--- src/rtl/sync_fifo_pkg.sv ---
// rtl/sync_fifo_pkg.sv - shared types and helpers for FIFO variants
package sync_fifo_pkg;

    typedef enum logic {
        FIFO_READ_STD  = 1'b0,
        FIFO_READ_FWFT = 1'b1
    } fifo_read_mode_e;

    // One extra bit beyond the address distinguishes full from empty.
    function automatic int ptr_width(input int depth);
        return $clog2(depth) + 1;
    endfunction

endpackage

--- src/rtl/fifo_mem_ar.sv ---
// rtl/fifo_mem_ar.sv - storage array, synchronous write, asynchronous read
module fifo_mem_ar #(
    parameter int DATA_WIDTH = 8,
    parameter int FIFO_DEPTH = 16,
    parameter int ADDR_WIDTH = 4
) (
    input  logic                  clk,
    input  logic                  wr_en,
    input  logic [ADDR_WIDTH-1:0] wr_addr,
    input  logic [DATA_WIDTH-1:0] wr_data,
    input  logic [ADDR_WIDTH-1:0] rd_addr,
    output logic [DATA_WIDTH-1:0] rd_data
);

    logic [DATA_WIDTH-1:0] mem [FIFO_DEPTH];

    always_ff @(posedge clk) begin
        if (wr_en) begin
            mem[wr_addr] <= wr_data;
        end
    end

    assign rd_data = mem[rd_addr];

endmodule

--- src/rtl/sync_fifo_flex.sv ---
// rtl/sync_fifo_flex.sv - single-clock FIFO with standard or first-word-fall-through read
module sync_fifo_flex
    import sync_fifo_pkg::*;
#(
    parameter int DATA_WIDTH    = 8,
    parameter int FIFO_DEPTH    = 16,
    parameter int READ_MODE     = 0,
    parameter int AFULL_THRESH  = 12,
    parameter int AEMPTY_THRESH = 4,
    localparam int PTR_W        = ptr_width(FIFO_DEPTH)
) (
    input  logic                  clk,
    input  logic                  n_rst,
    input  logic                  i_flush,
    input  logic                  i_wr_en,
    input  logic [DATA_WIDTH-1:0] i_data_in,
    output logic                  o_fifo_full,
    output logic                  o_almost_full,
    input  logic                  i_rd_en,
    output logic [DATA_WIDTH-1:0] o_data_out,
    output logic                  o_data_valid,
    output logic                  o_fifo_empty,
    output logic                  o_almost_empty,
    output logic [PTR_W-1:0]      o_count,
    output logic                  o_overflow,
    output logic                  o_underflow
);

    localparam int AW = PTR_W - 1;
    localparam logic [PTR_W-1:0] DEPTH_C  = PTR_W'(FIFO_DEPTH);
    localparam logic [PTR_W-1:0] AFULL_C  = PTR_W'(AFULL_THRESH);
    localparam logic [PTR_W-1:0] AEMPTY_C = PTR_W'(AEMPTY_THRESH);

    if (FIFO_DEPTH < 2 || (FIFO_DEPTH & (FIFO_DEPTH - 1)) != 0) begin : g_bad_depth
        $error("sync_fifo_flex: FIFO_DEPTH must be a power of two >= 2");
    end
    if (AFULL_THRESH < 1 || AFULL_THRESH > FIFO_DEPTH) begin : g_bad_afull
        $error("sync_fifo_flex: AFULL_THRESH out of range");
    end
    if (AEMPTY_THRESH < 0 || AEMPTY_THRESH > FIFO_DEPTH - 1) begin : g_bad_aempty
        $error("sync_fifo_flex: AEMPTY_THRESH out of range");
    end
    if (READ_MODE != 0 && READ_MODE != 1) begin : g_bad_mode
        $error("sync_fifo_flex: READ_MODE must be 0 or 1");
    end

    logic [PTR_W-1:0]      wr_ptr, rd_ptr;
    logic [DATA_WIDTH-1:0] mem_rd_data;
    logic                  wr_accept, rd_accept;

    assign o_count        = wr_ptr - rd_ptr;
    assign o_fifo_full    = (o_count == DEPTH_C);
    assign o_fifo_empty   = (o_count == '0);
    assign o_almost_full  = (o_count >= AFULL_C);
    assign o_almost_empty = (o_count <= AEMPTY_C);

    // Flush wins over both requests; acceptance uses the pre-edge full/empty state.
    assign wr_accept = i_wr_en & ~o_fifo_full  & ~i_flush;
    assign rd_accept = i_rd_en & ~o_fifo_empty & ~i_flush;

    fifo_mem_ar #(
        .DATA_WIDTH (DATA_WIDTH),
        .FIFO_DEPTH (FIFO_DEPTH),
        .ADDR_WIDTH (AW)
    ) u_mem (
        .clk     (clk),
        .wr_en   (wr_accept),
        .wr_addr (wr_ptr[AW-1:0]),
        .wr_data (i_data_in),
        .rd_addr (rd_ptr[AW-1:0]),
        .rd_data (mem_rd_data)
    );

    always_ff @(posedge clk or negedge n_rst) begin
        if (!n_rst) begin
            wr_ptr      <= '0;
            rd_ptr      <= '0;
            o_overflow  <= 1'b0;
            o_underflow <= 1'b0;
        end else if (i_flush) begin
            wr_ptr      <= '0;
            rd_ptr      <= '0;
            o_overflow  <= 1'b0;
            o_underflow <= 1'b0;
        end else begin
            if (wr_accept) wr_ptr <= wr_ptr + 1'b1;
            if (rd_accept) rd_ptr <= rd_ptr + 1'b1;
            if (i_wr_en && o_fifo_full)  o_overflow  <= 1'b1;
            if (i_rd_en && o_fifo_empty) o_underflow <= 1'b1;
        end
    end

    if (READ_MODE == int'(FIFO_READ_FWFT)) begin : g_fwft
        // Memory is never reset, so the head is masked while empty.
        assign o_data_out   = o_fifo_empty ? '0 : mem_rd_data;
        assign o_data_valid = ~o_fifo_empty;
    end else begin : g_std
        logic [DATA_WIDTH-1:0] data_q;
        logic                  valid_q;

        always_ff @(posedge clk or negedge n_rst) begin
            if (!n_rst) begin
                data_q  <= '0;
                valid_q <= 1'b0;
            end else if (i_flush) begin
                data_q  <= '0;
                valid_q <= 1'b0;
            end else begin
                valid_q <= rd_accept;
                if (rd_accept) data_q <= mem_rd_data;
            end
        end

        assign o_data_out   = data_q;
        assign o_data_valid = valid_q;
    end

endmodule

--- config.mk ---
export PLATFORM = sky130hd
export DESIGN_NAME = sync_fifo_flex
export DESIGN_NICKNAME = d
export VERILOG_FILES = /design/src/rtl/sync_fifo_pkg.sv /design/src/rtl/fifo_mem_ar.sv /design/src/rtl/sync_fifo_flex.sv
export SDC_FILE = /design/constraint.sdc
export NUM_CORES = 1
export LEC_CHECK = 0
export BUFFER_PORTS_ARGS = -buffer_cell sky130_fd_sc_hd__buf_2
export CORE_ASPECT_RATIO = 0.6
export CORE_MARGIN = 8
export CORE_UTILIZATION = 40
export CTS_CLUSTER_DIAMETER = 120
export DETAILED_ROUTE_END_ITERATION = 10
export PLACE_DENSITY = 0.64
export SLEW_MARGIN = 15
export SYNTH_ARGS = -nofsm -noshare
export SYNTH_HDL_FRONTEND = slang
export SYNTH_SLANG_ARGS = --single-unit
--- constraint.sdc ---
create_clock -name clk -period 8.8 [get_ports clk]
set_clock_uncertainty 0.15 [all_clocks]
set_input_delay 0.88 -clock clk [delete_from_list [all_inputs] [get_ports clk]]
set_output_delay 0.88 -clock clk [all_outputs]
set_load 0.03 [all_outputs]
==> After elaboration in Yosys (flattened, before gate mapping) <==
Memory sizes are Yosys's and may differ from the RTL's.
Cells that the tools add are included.
{ "word_totals": {"n_memories": 1, "ram_bits": 128, "regBits": 21, "out_inout_bits": 20} }
{ "memory_table": {"columns": ["memory", "words", "word_bits", "rd", "rd_clocked_by_memory_dff", "write_ports", "line", "source"], "rows": [
  ["u_mem.mem", 16, 8, 1, 0, 1, "fifo_mem_ar.sv:15", "logic [DATA_WIDTH-1:0] mem [FIFO_DEPTH];"]
]} }
{ "classes": {"reduce_logical": 7, "n_bitwise": 7, "muxes": 13, "eq_ne": 1, "addsub": 3, "n_lt_le_gt_ge": 2} }
{ "op_table": {"columns": ["op", "count"], "rows": [
  ["$mux W5", 4],
  ["$mux W8", 2],
  ["$add A5 B1 Y5 const B", 2],
  ["$reduce_bool A2 Y1", 4],
  ["$mux W1", 7],
  ["$eq A5 B5 Y1 const B", 1],
  ["$ge A5 B4 Y1 const B", 1],
  ["$le A5 B3 Y1 const B", 1],
  ["$logic_not A5 Y1", 1],
  ["$sub A5 B5 Y5", 1],
  ["$and A1 B1 Y1", 4],
  ["$not A1 Y1", 3],
  ["$logic_and A1 B1 Y1", 2]
]} }

==> Depth between registers and ports, before layout <==
Gate-level depths: netlist of run 1.
{ "logic_depth": {"depth_word": 7, "ltp_mapped": 13, "ltp_nobuf": 10} }

==> By module <==
Synthesis of run 1 repeated with hierarchy kept, for this count alone.
{ "unflattened": {"cells_unflattened": 358, "hier_area_um2": 6334.8} }
{ "by_module_without_submodules": {"columns": ["mod", "cells_per_inst", "n_inst", "seq_area_each_um2", "area_each_um2"], "rows": [
  ["fifo_mem_ar", 221, 1, 3843.7, 4987.3],
  ["sync_fifo_flex", 137, 1, 525.5, 1347.5]
]} }

==> Least setup slack after synthesis of run 1 <==
OpenSTA, ideal clock, no wires.
{ "synth_timing": {"path_kind": "reg-to-reg", "from": "reg rd_ptr[2]", "to": "mem u_mem.mem[0][0], enable pin", "synth_period_minus_slack_ns": 3.708, "t_required_ns": 8.255, "slack_ns": 5.092, "arrival_time_ns": 3.163, "setup_ns": 0.395, "path_stages_with_launch": 11, "cell_sequence": "dfrtp_1 -> buf_2 -> buf_2 -> inv_1 -> ha_1 -> nor2_1 -> a21oi_2 -> xor2_2 -> o31ai_2 -> buf_2 -> nor4_1"} }
{ "synth_between": {"elab_chain_len": 7} }
{ "synth_rtl": {"columns": ["element", "line", "source"], "rows": [
  ["start, declared", "sync_fifo_flex.sv:47", "logic [PTR_W-1:0] wr_ptr, rd_ptr;"],
  ["start signal, assigned", "sync_fifo_flex.sv:87", "if (rd_accept) rd_ptr <= rd_ptr + 1'b1;"],
  ["$sub A5 B5 Y5", "sync_fifo_flex.sv:51", "assign o_count = wr_ptr - rd_ptr;"],
  ["via o_count[3]", "sync_fifo_flex.sv:24", "output logic [PTR_W-1:0] o_count,"],
  ["$eq A5 B5 Y1", "sync_fifo_flex.sv:52", "assign o_fifo_full = (o_count == DEPTH_C);"],
  ["$not A1 Y1", "sync_fifo_flex.sv:58", "assign wr_accept = i_wr_en & ~o_fifo_full & ~i_flush;"],
  ["$and A1 B1 Y1 (2 in series)", "sync_fifo_flex.sv:58", null],
  ["$mux W1", "fifo_mem_ar.sv:18", "if (wr_en) begin"],
  ["$mux W1 (implied by the code)", "fifo_mem_ar.sv:19", "mem[wr_addr] <= wr_data;"],
  ["end, declared", "fifo_mem_ar.sv:15", null]
]} }
The timed path passes the listed nets, and every way through them passes these cells.

==> Worst setup path after layout of run 1 <==
{ "layout_timing": {"from": "reg rd_ptr[0]", "to": "out o_fifo_empty"} }
{ "layout_between": {"elab_chain_len": 2} }
{ "layout_rtl": {"columns": ["element", "line", "source"], "rows": [
  ["$sub A5 B5 Y5", "sync_fifo_flex.sv:51", null],
  ["$logic_not A5 Y1", "sync_fifo_flex.sv:53", "assign o_fifo_empty = (o_count == '0);"],
  ["end, declared", "sync_fifo_flex.sv:22", "output logic o_fifo_empty,"]
]} }
Every way passes these cells.

==> flow_summary.json, run 1 <==
{
  "synth_top_cell_area_share": 0.627,
  "grt_max_degree": 37,
  "wirelength_um": 13500,
  "cts_hold_buf": 0,
  "setup_ws_ps": 4570,
  "cp.arrival_ps": 3200,
  "crit_family": "adder cells",
  "tns_ps": 0,
  "regArea_um2": 4370,
  "tightest_slew_ps": 1140,
  "cp_slowest_cell": "fa_1",
  "setup_violations": 0,
  "slew_viol_final": 0,
  "yosys_warnings": 0,
  "path_clk_slew_ps": 70,
  "final_cell_mix": "128 x edfxtp_1, 32 x mux4_2, 32 x buf_2",
  "syn_to_final_growth_pct": 16.7,
  "slowest_delay_ps": 410,
  "clock.fmax_ghz": 0.236,
  "cts_resized": 0,
  "die_h_um": 112,
  "grt_setup_unrepaired": "false",
  "critical_path_cell_count": 9,
  "antenna_found_initial": 0,
  "grt-ovfl-total": 0,
  "numClockSinks": 149,
  "cts_max_level": 4,
  "yosysTopAreaCell": "edfxtp_1",
  "seq_area_frac_synth": 0.713,
  "leakage_nw": 2.39,
  "row_count": 35,
  "min_period_over_period": 0.481,
  "fill_cells": 1279,
  "grt_pass1_vias": 3280,
  "ys_types": 32,
  "antenna_cells": 0,
  "ant_nets": 0,
  "routabilityCongestion": 0.846,
  "syn-num-nets": 362,
  "status": "completed",
  "clkLatencyLatePin_ps": 420,
  "wl_per_cell_um": 22.7,
  "core-area_um2": 15200,
  "drc_errors": 0,
  "crit_path_cell_trace": "buf_4 -> ha_1 -> fa_1 -> nand2b_1 -> a21oi_2 -> xor2_1 -> inv_2 -> nor3_1 -> buf_2",
  "synth_cells": 339,
  "netlist_area_um2": 6130,
  "io_pins": 33,
  "period_needed_ps": 4230,
  "clk_path_buf_depth": 2,
  "worstSetupPathType": "reg2out",
  "max_cap_viol_count": 0,
  "cts-root-buf": "clkbuf_16",
  "dieArea_um2": 19700,
  "hp-class": "in2async",
  "crit_buf_inv": 3,
  "drtIter0Drc": 367,
  "mostFrequentLayoutCell": "edfxtp_1",
  "r2r_cells": 8,
  "chipWidth_um": 176,
  "cp_data_required_time_ps": 7770,
  "grt_pass1_wl_um": 20400,
  "layout.nets": 399,
  "worst-path-max-fanout": 36,
  "p_per_area_nw_per_um2": 310,
  "irDropWorstVdd_mv": 0.217,
  "vias_per_cell": 5.57,
  "dpl_worst_slack_ps": 4630,
  "synth_seq_cells": 149,
  "synthTopCellsByArea": "edfxtp_1 63%, mux4_2 12%, dfrtp_1 8.6%",
  "cts_buffers": 17,
  "finish.utilization": 0.472,
  "cts_setup_buffers": 0,
  "slew_headroom": 0.233,
  "multi_input_area_um2": 1690,
  "holdWs_ps": 269,
  "cts_tree": "yes",
  "drive_gt1_frac": 0.344,
  "initial_utilization": 0.405,
  "io_buffer_count": 32,
  "dp_hpwl_um": 8920,
  "avgSynthCellArea_um2": 18.1,
  "grt_usage": 0.141,
  "cp-end-kind": "primary output",
  "hold_violations": 0,
  "drtPass1Iterations": 4,
  "startpoint_type": "flip-flop",
  "vias": 3299
}
[per-layer routing]
layer	routed length, um	vias to the layer above	global-route usage
li1	-	1427	-
met1	6840	1724	0.222
met2	5490	127	0.181
met3	969	21	0.0389
met4	150	0	0.0467
met5	0	-	0
[worst paths after layout]
kind	from	end	slack, ps
worst max-delay path	rd_ptr[0]$_DFFE_PN0P_	o_fifo_empty	4570
worst min-delay path	n_rst	rd_ptr[3]$_DFFE_PN0P_	270
worst max register to register	rd_ptr[2]$_DFFE_PN0P_	u_mem.mem[7][5]$_DFFE_PP_	4810
worst min register to register	o_overflow$_DFFE_PN0P_	o_overflow$_DFFE_PN0P_	340
max in group asynchronous	n_rst	rd_ptr[0]$_DFFE_PN0P_	7870
min in group clk	o_overflow$_DFFE_PN0P_	o_overflow$_DFFE_PN0P_	340
[synth_stat cells (all sizes together)]
master / count
xnor2: 2
nor4: 4
a21oi: 18
mux2i: 2
fa: 1
edfxtp: 128
clkbuf: 7
or3: 13
xor2: 5
nand2: 15
mux4: 32
inv: 10
nand3: 4
dfrtp: 21
nand2b: 8
buf: 9
o311ai: 1
nor2: 12
o21ai: 5
nor3: 15
ha: 9
o22ai: 16
o31ai: 2
[cell families (layout without fill, tap and decap cells)]
kind of cell	Yosys count	in the layout	share of synthesized area
adder cells (fa/ha/maj)	10	10	0.0216
flip-flops	149	149	0.713
multiplexers	34	34	0.121
AO/OA/AOI/OAI	42	42	0.0494
buffers and inverters	26	76	0.0224
XOR/XNOR	7	7	0.0124
AND/OR/NAND/NOR	71	71	0.0608
[per-stage QoR]
step / cells / instance area (um^2) / power [mW]
final: 592 / 7160 / 2.22
after global routing: 592 / 7160 / 2.30
after CTS: 592 / 7130 / 2.23
after detailed placement: 560 / 6500 / 1.47
after global placement: 560 / 6490 / 1.46
after floorplan: 339 / 6130 / 1.32
[layout make-up]
class                   count  area share
clock buffers              17      0.0595
clock inverters            15      0.0283
inverters                  10     0.00525
multi-input cells         164       0.236
flip-flops and latches    149       0.611
well taps                 203      0.0355
repair buffers             34      0.0245
[where the power goes]
part | total (mW) | internal [mW] | switching, mW | leakage [nW]
clock | 0.770 | 0.477 | 0.293 | 0.302
sequential | 0.847 | 0.808 | 0.0387 | 1.44
combinational | 0.603 | 0.213 | 0.389 | 0.647
total | 2.22 | 1.50 | 0.721 | 2.39
[sequential cells by signal, summed over array words and instances (netlist names)]
register	count
u_mem.mem	128
o_data_out	8
rd_ptr	5
o_data_valid	1
o_underflow	1
wr_ptr	5
o_overflow	1
Note: power is estimated with default switching activity, not from simulation.
==> run 2, diff against run 1 <==
- clock period: 8.8 -> 4.3 ns (I/O delays scaled with it)
==> run 2 against run 1 <==
Critical path depth stayed put. Highest routed layer unchanged. Register-to-register slack worse by 4100 ps. First-iteration DRC count is 20% lower. Cell count is 1.9% higher. Total power is 97% higher. Non-clock buffer count is 12 higher. Clock power is 78% higher.
==> flow_summary.json, run 2 (same netlist as run 1, synthesis figures left out) <==
{
  "drtPass1Iterations": 5,
  "die_h_um": 112,
  "irDropWorstVdd_mv": 0.292,
  "cts_tree": "yes",
  "antenna_found_initial": 1,
  "min_period_over_period": 0.842,
  "grt_pass1_wl_um": 20700,
  "crit_buf_inv": 2,
  "worstHoldStart": "i_wr_en",
  "numClockSinks": 149,
  "initial_utilization": 0.405,
  "final_cell_mix": "128 x edfxtp_1, 32 x mux4_2, 32 x buf_2",
  "power_mw": 4.37,
  "wl_per_cell_um": 22.2,
  "leakage_nw": 2.41,
  "grt_setup_unrepaired": "false",
  "holdPathEnd": "o_overflow$_DFFE_PN0P_",
  "layout.nets": 411,
  "cts_buffers": 17,
  "status": "completed",
  "syn_to_final_growth_pct": 16.3,
  "clkLatencyLatePin_ps": 420,
  "io_buffer_count": 32,
  "setup_violations": 0,
  "drive_gt1_frac": 0.338,
  "grt_usage": 0.142,
  "hp-class": "in2reg",
  "reg2reg_from": "wr_ptr[0]$_DFFE_PN0P_",
  "largest_register_ffs": 128,
  "hold_violations": 0,
  "core-area_um2": 15200,
  "fill_cells": 1302,
  "vias_per_cell": 5.52,
  "chipWidth_um": 176,
  "antenna_cells": 0,
  "mostFrequentLayoutCell": "edfxtp_1",
  "path_clk_slew_ps": 60,
  "instances_no_fill": 603,
  "dp.cells": 571,
  "cts-root-buf": "clkbuf_16",
  "row_count": 35,
  "ff2ff_setup_slack_ps": 680,
  "cp.arrival_ps": 3500,
  "grt-ovfl-total": 0,
  "cp-end-kind": "flip-flop",
  "startpoint_type": "flip-flop",
  "tns_ps": 0,
  "period_needed_ps": 3620,
  "slew_viol_final": 0,
  "clock.fmax_ghz": 0.276,
  "max_cap_viol_count": 0,
  "dp_hpwl_um": 9140,
  "drtIter0Drc": 295,
  "r2r_cells": 9,
  "grt_pass1_vias": 3284,
  "cts_max_level": 4,
  "drc_errors": 0,
  "cts_resized": 0,
  "io_pins": 33,
  "cp_slowest_cell": "nor3_1",
  "r2r_end": "u_mem.mem[6][7]$_DFFE_PP_",
  "top_register": "u_mem.mem",
  "hold_path_depth": 3,
  "slowest_delay_ps": 900,
  "vias": 3327,
  "grt_max_degree": 36,
  "clk_path_buf_depth": 2,
  "ant_nets": 0,
  "routabilityCongestion": 0.868,
  "tightest_slew_ps": 1090,
  "worst-path-max-fanout": 24,
  "cp_data_required_time_ps": 4180,
  "worstSetupPathType": "reg2reg",
  "slew_headroom": 0.268,
  "wirelength_um": 13400,
  "dieArea_um2": 19700,
  "p_per_area_nw_per_um2": 613,
  "crit_family": "simple AND/OR/NAND/NOR gates",
  "crit_path_cell_trace": "inv_1 -> ha_1 -> fa_1 -> nand2b_1 -> a21oi_2 -> xor2_1 -> o31ai_2 -> buf_4 -> nor3_1"
}
-- run 2: cell types whose count changed in the layout (fill, tap and decap cells not counted), sizes merged --
cell         previous run  this run
bufinv                  4         1
buf                    34        45
dlygate4sd3             0         1
clkinv                  6         5
clkbuf                 17        20
-- run 2: final cells by class --
cell class,count,area (um^2),share of cell area
Sequential cell,149,4370,0.613
Inverter,10,37.5,0.00527
Multi-Input combinational cell,164,1660,0.233
Clock inverter,11,103,0.0144
Clock buffer,20,437,0.0612
Tap cell,203,254,0.0356
Timing Repair Buffer,46,268,0.0376
-- run 2: how the worst max path moves through the flow --
| stage | slack, ps | cells past startpoint | startpoint | end |
|---|---|---|---|---|
| 6_report | 680 | 9 | wr_ptr[0]$_DFFE_PN0P_ | u_mem.mem[6][7]$_DFFE_PP_ |
| 3_5_place_dp | 530 | 9 | wr_ptr[0]$_DFFE_PN0P_ | u_mem.mem[7][7]$_DFFE_PP_ |
| 4_1_cts | 540 | 9 | wr_ptr[0]$_DFFE_PN0P_ | u_mem.mem[7][6]$_DFFE_PP_ |
| 2_1_floorplan | 590 | 10 | rd_ptr[2]$_DFFE_PN0P_ | u_mem.mem[0][0]$_DFFE_PP_ |
| 5_1_grt | 460 | 9 | wr_ptr[0]$_DFFE_PN0P_ | u_mem.mem[1][6]$_DFFE_PP_ |
| 3_3_place_gp | 780 | 9 | wr_ptr[0]$_DFFE_PN0P_ | u_mem.mem[7][7]$_DFFE_PP_ |
-- run 2: repair_timing --
action | in CTS | in global routing
buffers inserted | 0 | 0
endpoints found under the setup margin | 0 | 0
endpoints found under the hold margin | 21 | 0
hold buffers | 1 | 0
-- run 2: layer usage --
| layer | up-vias | GRT usage | share of wire |
|---|---|---|---|
| met3 | 16 | 0.0446 | 0.086 |
| met5 | - | 0 | 0 |
| met2 | 117 | 0.185 | 0.41 |
| met4 | 0 | 0.0444 | 0.013 |
| met1 | 1752 | 0.217 | 0.49 |
| li1 | 1442 | - | - |
-- run 2: tightest hold or removal path, stage by stage --
cell and delay, ps:
buf_2 100, a21oi_1 60, nor2_1 70
-- run 2: report_power, final --
| group | switching, mW | total, mW | leakage (nW) | internal [mW] |
|---|---|---|---|---|
| registers | 0.0535 | 1.71 | 1.44 | 1.65 |
| logic | 0.847 | 1.29 | 0.711 | 0.446 |
| clock network | 0.573 | 1.37 | 0.259 | 0.795 |
| total | 1.47 | 4.37 | 2.41 | 2.90 |
-- run 2: metrics by stage --
stage | hold WS, ps | util | worst slack [ps] | area, um^2
2_1_floorplan | -15.6 | - | 592 | 6130
3_3_place_gp | 260 | 0.434 | 785 | 6570
3_5_place_dp | 279 | 0.434 | 535 | 6570
4_1_cts | 126 | 0.470 | 541 | 7120
5_1_grt | 150 | 0.471 | 464 | 7130
6_report | 141 | 0.471 | 680 | 7130
